[config.mk]
export PLATFORM = sky130hd
export DESIGN_NAME = int_to_float_pipe
export DESIGN_NICKNAME = d
export VERILOG_FILES = /design/src/rtl/int_to_float_pipe.sv
export SDC_FILE = /design/constraint.sdc
export NUM_CORES = 1
export LEC_CHECK = 0
export ABC_AREA = 0
export CAP_MARGIN = 20
export CORE_MARGIN = 5
export CORE_UTILIZATION = 55
export DETAILED_ROUTE_END_ITERATION = 6
export HOLD_SLACK_MARGIN = 0.1
export PLACE_DENSITY = 0.78
export SETUP_SLACK_MARGIN = 0.05
export SLEW_MARGIN = 20
export SYNTH_ARGS = -nofsm -noshare
export SYNTH_HDL_FRONTEND = slang
export SYNTH_SLANG_ARGS = --single-unit
[constraint.sdc]
create_clock -name clk -period 8.5 [get_ports clk]
set_clock_uncertainty 0.1 [all_clocks]
set_input_delay 1.7 -clock clk [delete_from_list [all_inputs] [get_ports clk]]
set_output_delay 1.7 -clock clk [all_outputs]
set_load 0.005 [all_outputs]
[src/rtl/int_to_float_pipe.sv]
// Three-stage integer to IEEE-754 converter with valid/ready flow control.
// Rounds to nearest-even and flags inexact results.
module int_to_float_pipe #(
  parameter int IN_W  = 32,
  parameter int EXP_W = 8,
  parameter int MAN_W = 23,
  parameter int TAG_W = 4
) (
  input  logic                     clk,
  input  logic                     rst_n,
  input  logic                     in_valid,
  output logic                     in_ready,
  input  logic [IN_W-1:0]          in_data,
  input  logic                     in_signed,
  input  logic [TAG_W-1:0]         in_tag,
  output logic                     out_valid,
  input  logic                     out_ready,
  output logic [EXP_W+MAN_W:0]     out_data,
  output logic                     out_inexact,
  output logic [TAG_W-1:0]         out_tag
);

  localparam int PW = (IN_W > 1) ? $clog2(IN_W) : 1;
  localparam int FW = 1 + EXP_W + MAN_W;
  localparam int XW = ((EXP_W > PW) ? EXP_W : PW) + 2;
  localparam int NW = IN_W + MAN_W;
  localparam logic [XW-1:0] BIAS = XW'((1 << (EXP_W - 1)) - 1);
  localparam logic [XW-1:0] EMAX = XW'((1 << EXP_W) - 1);

  typedef struct packed {
    logic             vld;
    logic             sgn;
    logic             zero;
    logic [IN_W-1:0]  mag;
    logic [TAG_W-1:0] tag;
  } s1_t;

  typedef struct packed {
    logic             vld;
    logic             sgn;
    logic             zero;
    logic [PW-1:0]    p;
    logic [IN_W-2:0]  frac;
    logic [TAG_W-1:0] tag;
  } s2_t;

  typedef struct packed {
    logic             vld;
    logic             inex;
    logic [FW-1:0]    data;
    logic [TAG_W-1:0] tag;
  } s3_t;

  s1_t s1_d, s1_q;
  s2_t s2_d, s2_q;
  s3_t s3_d, s3_q;

  logic en;

  logic [PW-1:0]    p_c;
  logic [PW-1:0]    sh_c;
  logic [NW-1:0]    ext_c;
  logic [MAN_W-1:0] mant_c;
  logic             g_c;
  logic             st_c;
  logic             up_c;
  logic [MAN_W:0]   mant_r_c;
  logic             cy_c;
  logic [XW-1:0]    be_c;
  logic             ovf_c;

  assign en = !s3_q.vld || out_ready;

  always_comb begin
    s1_d = s1_q;
    if (en) begin
      s1_d.vld  = in_valid;
      s1_d.sgn  = in_signed & in_data[IN_W-1];
      s1_d.mag  = s1_d.sgn ? -in_data : in_data;
      s1_d.zero = (in_data == '0);
      s1_d.tag  = in_tag;
    end
  end

  // Leading one is shifted out of the top; only the fraction is kept.
  always_comb begin
    p_c = '0;
    for (int i = 0; i < IN_W; i++) begin
      if (s1_q.mag[i]) p_c = PW'(i);
    end
    sh_c = PW'(IN_W - 1) - p_c;
    s2_d = s2_q;
    if (en) begin
      s2_d.vld  = s1_q.vld;
      s2_d.sgn  = s1_q.sgn;
      s2_d.zero = s1_q.zero;
      s2_d.p    = p_c;
      s2_d.frac = s1_q.mag[IN_W-2:0] << sh_c;
      s2_d.tag  = s1_q.tag;
    end
  end

  always_comb begin
    ext_c    = {s2_q.frac, {(MAN_W+1){1'b0}}};
    mant_c   = ext_c[NW-1 -: MAN_W];
    g_c      = ext_c[IN_W-1];
    st_c     = |ext_c[IN_W-2:0];
    up_c     = g_c & (st_c | mant_c[0]);
    mant_r_c = {1'b0, mant_c} + (MAN_W+1)'(up_c);
    cy_c     = mant_r_c[MAN_W];
    be_c     = XW'(s2_q.p) + BIAS + XW'(cy_c);
    ovf_c    = (be_c >= EMAX);
    s3_d = s3_q;
    if (en) begin
      s3_d.vld = s2_q.vld;
      s3_d.tag = s2_q.tag;
      if (s2_q.zero) begin
        s3_d.data = '0;
        s3_d.inex = 1'b0;
      end else if (ovf_c) begin
        s3_d.data = {s2_q.sgn, {EXP_W{1'b1}}, {MAN_W{1'b0}}};
        s3_d.inex = 1'b1;
      end else begin
        s3_d.data = {s2_q.sgn, be_c[EXP_W-1:0], mant_r_c[MAN_W-1:0]};
        s3_d.inex = g_c | st_c;
      end
    end
  end

  always_ff @(posedge clk or negedge rst_n) begin
    if (!rst_n) begin
      s1_q <= '0;
      s2_q <= '0;
      s3_q <= '0;
    end else begin
      s1_q <= s1_d;
      s2_q <= s2_d;
      s3_q <= s3_d;
    end
  end

  assign in_ready    = en;
  assign out_valid   = s3_q.vld;
  assign out_data    = s3_q.data;
  assign out_inexact = s3_q.inex;
  assign out_tag     = s3_q.tag;

endmodule

==> results of run 1 <==
[sequential cells by signal, summed over array words and instances (netlist names)]
register and flops:
out_data 32, out_valid 1, ext_c 31, s1_q 39, out_inexact 1, out_tag 4
s2_q 12
[layer usage]
layer,share of wire,GRT usage,up-vias
met5,0,0,-
met3,0.042,0.0445,39
met2,0.49,0.419,188
met1,0.43,0.325,2908
met4,0.038,0.130,0
li1,-,-,3015
[synthesized netlist by cell type, drive strengths merged, types with 5 or more instances]
cell type  count  area share
nand2        173       0.092
dfrtp        120        0.42
o21ai         75       0.053
mux2i         58       0.082
nor2          57       0.030
xor2          36       0.044
clkbuf        33       0.017
a21oi         20       0.014
inv           18      0.0095
xnor2         17       0.021
o31ai         16       0.018
nand3         13      0.0092
nor3          13      0.0092
buf           11      0.0063
nor4          11      0.0097
nand2b        10      0.0088
a31oi          9      0.0088
a221oi         7      0.0095
mux2           7       0.011
a211oi         6      0.0063
o211ai         6      0.0063
a21o           5      0.0053
a221o          5      0.0071
a22o           5      0.0062
and2           5      0.0044
and3           5      0.0044
ha             5      0.0088
nand4          5      0.0044
o22ai          5      0.0044
or3            5      0.0044
[where the power goes]
part	switching (mW)	internal, mW	total (mW)
clock network	0.260	0.476	0.736
logic	0.657	0.568	1.23
registers	0.200	0.791	0.991
[layout by cell type, fill, tap and decap left out, types with 10 or more instances in the layout]
cell | Yosys | routed
nand2_1 | 173 | 173
dfrtp_1 | 120 | 120
clkdlybuf4s50_1 | 0 | 78
o21ai_0 | 72 | 72
mux2i_1 | 58 | 58
nor2_1 | 57 | 57
xor2_1 | 36 | 36
a21oi_1 | 20 | 20
inv_1 | 17 | 17
xnor2_1 | 17 | 17
clkbuf_16 | 0 | 17
o31ai_1 | 15 | 15
nor3_1 | 13 | 13
nand3_1 | 13 | 13
nor4_1 | 11 | 11
nand2b_1 | 10 | 10
[critical path, cell delays in order]
cell	delay, ps
clkdlybuf4s50_1	500
nor2b_4	50
inv_2	580
clkdlybuf4s50_1	640
[cell type report]
type | count | area share
Clock buffer | 21 | 0.0536
Sequential cell | 120 | 0.349
Inverter | 18 | 0.00786
Tap cell | 172 | 0.0250
Clock inverter | 11 | 0.0169
Multi-Input combinational cell | 628 | 0.451
Timing Repair Buffer | 85 | 0.0969
[metrics by stage]
stage | hold slack, ps | area, sq um | std cells | power [mW]
3_3_place_gp | 343 | 7990 | 1023 | 2.18
6_report | 358 | 8600 | 1055 | 2.95
5_1_grt | 388 | 8600 | 1055 | 3.15
3_5_place_dp | 355 | 7990 | 1023 | 2.22
2_1_floorplan | 330 | 7100 | 810 | 1.75
4_1_cts | 360 | 8600 | 1055 | 2.96
[worst paths after layout]
path                                           start                  endpoint  cells past startpoint
max in group asynchronous                      rst_n      s1_q[35]$_DFFE_PN0P_                      2
worst min register to register  s2_q[42]$_DFFE_PN0P_      s2_q[42]$_DFFE_PN0P_                      2
worst min-delay path            s2_q[42]$_DFFE_PN0P_      s2_q[42]$_DFFE_PN0P_                      2
min in group asynchronous                      rst_n  out_data[10]$_DFFE_PN0P_                      1
worst max register to register  s1_q[16]$_DFFE_PN0P_     ext_c[54]$_DFFE_PN0P_                      9
worst max-delay path                       out_ready                  in_ready                      4
[kinds of logic (layout without fill, tap and decap cells)]
group,count (synthesis),after routing,share of synthesized area
AOI/OAI and AO/OA,191,191,0.178
xor gates and xnor gates,53,53,0.0654
adders and majority gates,5,5,0.00882
buffers and inverters,62,135,0.0333
DFF,120,120,0.423
muxes,67,67,0.0993
and+or+nand+nor,312,312,0.193
==> impl_metrics.py, run 1 <==
metrics = {
    "outcome": {
        "status": "finished, final reports clean",
    },
    "logic_synthesis": {
        "synth_cell_types": 67,
        "async_reset_ff_frac": 1.00,
        "syn_nets": 856,
        "syn_area_sq_um": 7100,
        "synth-seq-area-share": 0.423,
        "synth_edf_count": 0,
        "syn_area_per_cell_sq_um": 8.76,
        "ys_warn_count": 0,
        "ys_ff_latch": 120,
        "ys.flop_type": "dfrtp_1",
        "synth_cells": 810,
    },
    "finish": {
        "nNetsFinal": 916,
        "num-fill-cells": 1054,
        "multi_input_area_sq_um": 3870,
        "diodes": 0,
        "areaGrowthSynthToFinish_pct": 21.2,
        "drive_gt1_frac": 0.0589,
        "final_util": 0.681,
        "seqCellArea_sq_um": 3000,
    },
    "timing": {
        "setup_viol": 0,
        "rsz0062_at_grt": "no",
        "slew_viol_final": 0,
        "fin_ws_ps": 3220,
        "relSlewSlack": 0.303,
        "post-route-min-period_ps": 5280,
        "setup_tns_ps": 0,
        "tightest_slew_ps": 1050,
        "fmax_mhz": 189,
        "hold_viol": 0,
        "fin_crit_sh": 0.621,
    },
    "clock_network": {
        "insertion_delay_ps": 420,
        "cts_tree": "done",
        "root_buffer": "clkbuf_16",
        "post_cts_buffers": 0,
        "clkTransAtPathRegs_ps": 50,
        "cts_max_level": 4,
        "cts_buffers": 17,
        "hold_buffers": 0,
        "clock_path_buffers": 2,
        "cts.sinks": 120,
        "cts_resized": 0,
    },
    "power": {
        "p_leak_nw": 3.68,
        "peakVddDrop_v": 0.000132,
        "power.density_nw_per_um2": 343,
    },
    "setup_path": {
        "cp-end-kind": "output pin",
        "critPathLaunchType": "input pin",
        "rrSetupSlack_ps": 4580,
        "cp.arrival_ps": 3480,
        "cp.required_ps": 6700,
        "cp_max_fo": 46,
        "path_class": "input pin to output pin",
    },
    "floorplanning": {
        "rows": 41,
        "initial_core_util": 0.562,
        "die_area_sq_um": 15300,
        "die_y_um": 124,
        "num_io_pins": 80,
        "chipWidth_um": 124,
        "core_sq_um": 12600,
    },
    "global_routing": {
        "grt_max_degree": 95,
        "track_usage": 0.255,
        "grt_pass1_wl_mm": 30.6,
        "grt-ovfl-total": 0,
        "antenna_found_initial": 0,
        "grt_pass1_vias": 6197,
    },
    "drt": {
        "drtIter0Drc": 508,
        "dr.pass1.iters": 5,
        "drcViolationCount": 0,
        "drtAntennaViolNets": 0,
        "via_per_inst": 5.83,
        "wirelength_mm": 18.2,
        "wl_per_cell_um": 17.3,
        "via_count": 6150,
    },
    "place": {
        "gp_congestion": 0.882,
        "portBuffers": 79,
        "hpwlAfterDp_mm": 13.3,
        "place_ws_ps": 3200,
    },
    "run": {
        "maxCapViolCount": 0,
    },
    "hold_path": {
        "hp-class": "flip-flop to flip-flop",
    },
}
Power figures use the tool's default switching activity.
==> inputs of run 2 (changes only) <==
--- a/config.mk
+++ b/config.mk
@@ -8,7 +8,7 @@
 export ABC_AREA = 0
 export CAP_MARGIN = 20
 export CORE_MARGIN = 5
-export CORE_UTILIZATION = 55
+export CORE_UTILIZATION = 52
 export DETAILED_ROUTE_END_ITERATION = 6
 export HOLD_SLACK_MARGIN = 0.1
 export PLACE_DENSITY = 0.78
==> constraint.sdc (replaced) <==
create_clock -name clk -period 4.8 [get_ports clk]
set_clock_uncertainty 0.1 [all_clocks]
set_input_delay 0.96 -clock clk [delete_from_list [all_inputs] [get_ports clk]]
set_output_delay 0.96 -clock clk [all_outputs]
set_load 0.005 [all_outputs]
==> impl_metrics.py, run 2 (synthesized netlist as in run 1, its figures left out) <==
metrics = {
    "outcome": {
        "status": "finished, final reports clean",
    },
    "timing": {
        "post-route-min-period_ps": 3860,
        "tightest_slew_ps": 899,
        "setup_tns_ps": 0,
        "fin_crit_sh": 0.804,
        "slew_viol_final": 0,
        "relSlewSlack": 0.401,
        "setup_viol": 0,
        "fmax_mhz": 259,
        "hold_ws_ps": 362,
        "rsz0062_at_grt": "no",
        "hold_viol": 0,
    },
    "drt": {
        "drtAntennaViolNets": 0,
        "drcViolationCount": 0,
        "wirelength_mm": 17.8,
        "via_count": 6194,
        "dr.pass1.iters": 5,
        "drtIter0Drc": 420,
        "via_per_inst": 5.83,
        "wl_per_cell_um": 16.7,
    },
    "global_routing": {
        "grt.busiest_layer": "met2",
        "met3_usage": 0.0446,
        "grt_pass1_vias": 5895,
        "grt_max_degree": 89,
        "antenna_found_initial": 0,
        "track_usage": 0.227,
        "grt-ovfl-total": 0,
        "gr-usage-met2": 0.370,
        "met1_usage": 0.296,
        "grt_pass1_wl_mm": 29.7,
    },
    "finish": {
        "mostFrequentLayoutCells": "nand2_1 (173), dfrtp_1 (120), clkdlybuf4s50_1 (78)",
        "drive_gt1_frac": 0.0643,
        "nNetsFinal": 920,
        "largest_register_ffs": 39,
        "final_util": 0.652,
        "top_register": "s1_q",
        "diodes": 0,
        "instances_no_fill": 1063,
        "areaGrowthSynthToFinish_pct": 22.1,
        "mostFrequentLayoutCell": "nand2_1",
        "design_area_sq_um": 8670,
    },
    "setup_path": {
        "cp-end-kind": "flip-flop",
        "crit_family": "simple AND/OR/NAND/NOR gates",
        "cp.required_ps": 4970,
        "cp_max_fo": 4,
        "critPathLaunchType": "input pin",
        "cp_slowest_stage_delay_ps": 630,
        "critical_path.most_common_cell": "o21ai_0",
        "path_cells": "clkdlybuf4s50_1 -> nor3_1 -> nand4b_1 -> or3_1 -> nor4b_1 -> nand2_1 -> or4_1 -> o21ai_0 -> xor2_1 -> o21ai_0",
        "cp.arrival_ps": 4030,
        "worst-path-buf-inv": 1,
        "crit_path_top_delay_cell": "nor4b_1",
        "path_class": "input pin to flip-flop",
    },
    "power": {
        "peakVddDrop_v": 0.000308,
        "p_leak_nw": 3.72,
        "p_switching_mw": 1.99,
        "swShare": 0.374,
        "seqPwrFrac": 0.332,
        "combPwrFrac": 0.409,
        "power_frac_clock": 0.260,
        "power.density_nw_per_um2": 613,
        "internal_power_mw": 3.33,
    },
    "floorplanning": {
        "die_area_sq_um": 16100,
        "initial_core_util": 0.534,
        "rows": 42,
        "chipWidth_um": 127,
        "die_y_um": 127,
        "num_io_pins": 80,
        "core_sq_um": 13300,
    },
    "run": {
        "maxCapViolCount": 0,
    },
    "clock_network": {
        "clock_path_buffers": 2,
        "cts_tree": "done",
        "cts_buffers": 17,
        "insertion_delay_ps": 420,
        "root_buffer": "clkbuf_16",
        "cts.sinks": 120,
        "cts_max_level": 4,
        "post_cts_buffers": 0,
        "clkTransAtPathRegs_ps": 50,
        "cts_resized": 0,
        "hold_buffers": 0,
    },
    "hold_path": {
        "hp-class": "flip-flop to flip-flop",
    },
    "place": {
        "gp_congestion": 0.927,
        "hpwlAfterDp_mm": 12.5,
        "portBuffers": 79,
        "placed_cells_incl_taps": 1031,
        "dpl_cell_area_sq_um": 8030,
    },
}
run 2: worst reg2reg max path: stages (launching register included):
cell and delay, ps:
dfrtp_1 430, or4_1 570, or4b_1 530, a31oi_2 260, o31ai_4 190, buf_4 270
mux4_2 450, and2_1 180, a211oi_1 210, a2bb2oi_1 280, o32ai_1 110
run 2: path summary, 6_finish.rpt:
check / start / endpoint / slack (ps) / depth (start not counted)
max in group asynchronous: rst_n / ext_c[25]$_DFFE_PN0P_ / 3270 / 2
setup / recovery: in_data[1] / s1_q[33]$_DFFE_PN0P_ / 940 / 10
hold / removal: out_data[1]$_DFFE_PN0P_ / out_data[1]$_DFFE_PN0P_ / 360 / 2
setup reg to reg: s1_q[26]$_DFFE_PN0P_ / ext_c[52]$_DFFE_PN0P_ / 1060 / 10
hold reg to reg: out_data[1]$_DFFE_PN0P_ / out_data[1]$_DFFE_PN0P_ / 360 / 2
min in group asynchronous: rst_n / ext_c[36]$_DFFE_PN0P_ / 390 / 1
run 2: per-layer routing:
layer  part of all wire  wire (um)
met2               0.48       8460
met5                  0          0
met1               0.43       7720
met3              0.059       1050
met4              0.030        539
run 2: power groups by stage:
stage / clock network [mW] / registers (mW) / logic, mW
after floorplan: 0 / 1.68 / 1.41
after global placement: 0 / 1.75 / 2.11
after detailed placement: 0 / 1.76 / 2.14
after CTS: 1.39 / 1.76 / 2.17
after global routing: 1.43 / 1.82 / 2.39
final: 1.38 / 1.76 / 2.17
run 2: final cells by class:
class | instances | area, sq um
clock buffers | 21 | 470
clock inverters | 11 | 168
repair buffers | 89 | 863
flip-flops and latches | 120 | 3000
inverters | 18 | 67.6
well taps | 176 | 220
multi-input cells | 628 | 3870
fillers | 1102 | 4630
run 2: metrics by stage:
| stage | power [mW] | setup slack (ps) |
|---|---|---|
| 3_5_place_dp | 3.91 | 494 |
| 6_report | 5.31 | 940 |
| 4_1_cts | 5.32 | 933 |
| 3_3_place_gp | 3.85 | 526 |
| 2_1_floorplan | 3.10 | 1330 |
| 5_1_grt | 5.64 | 657 |
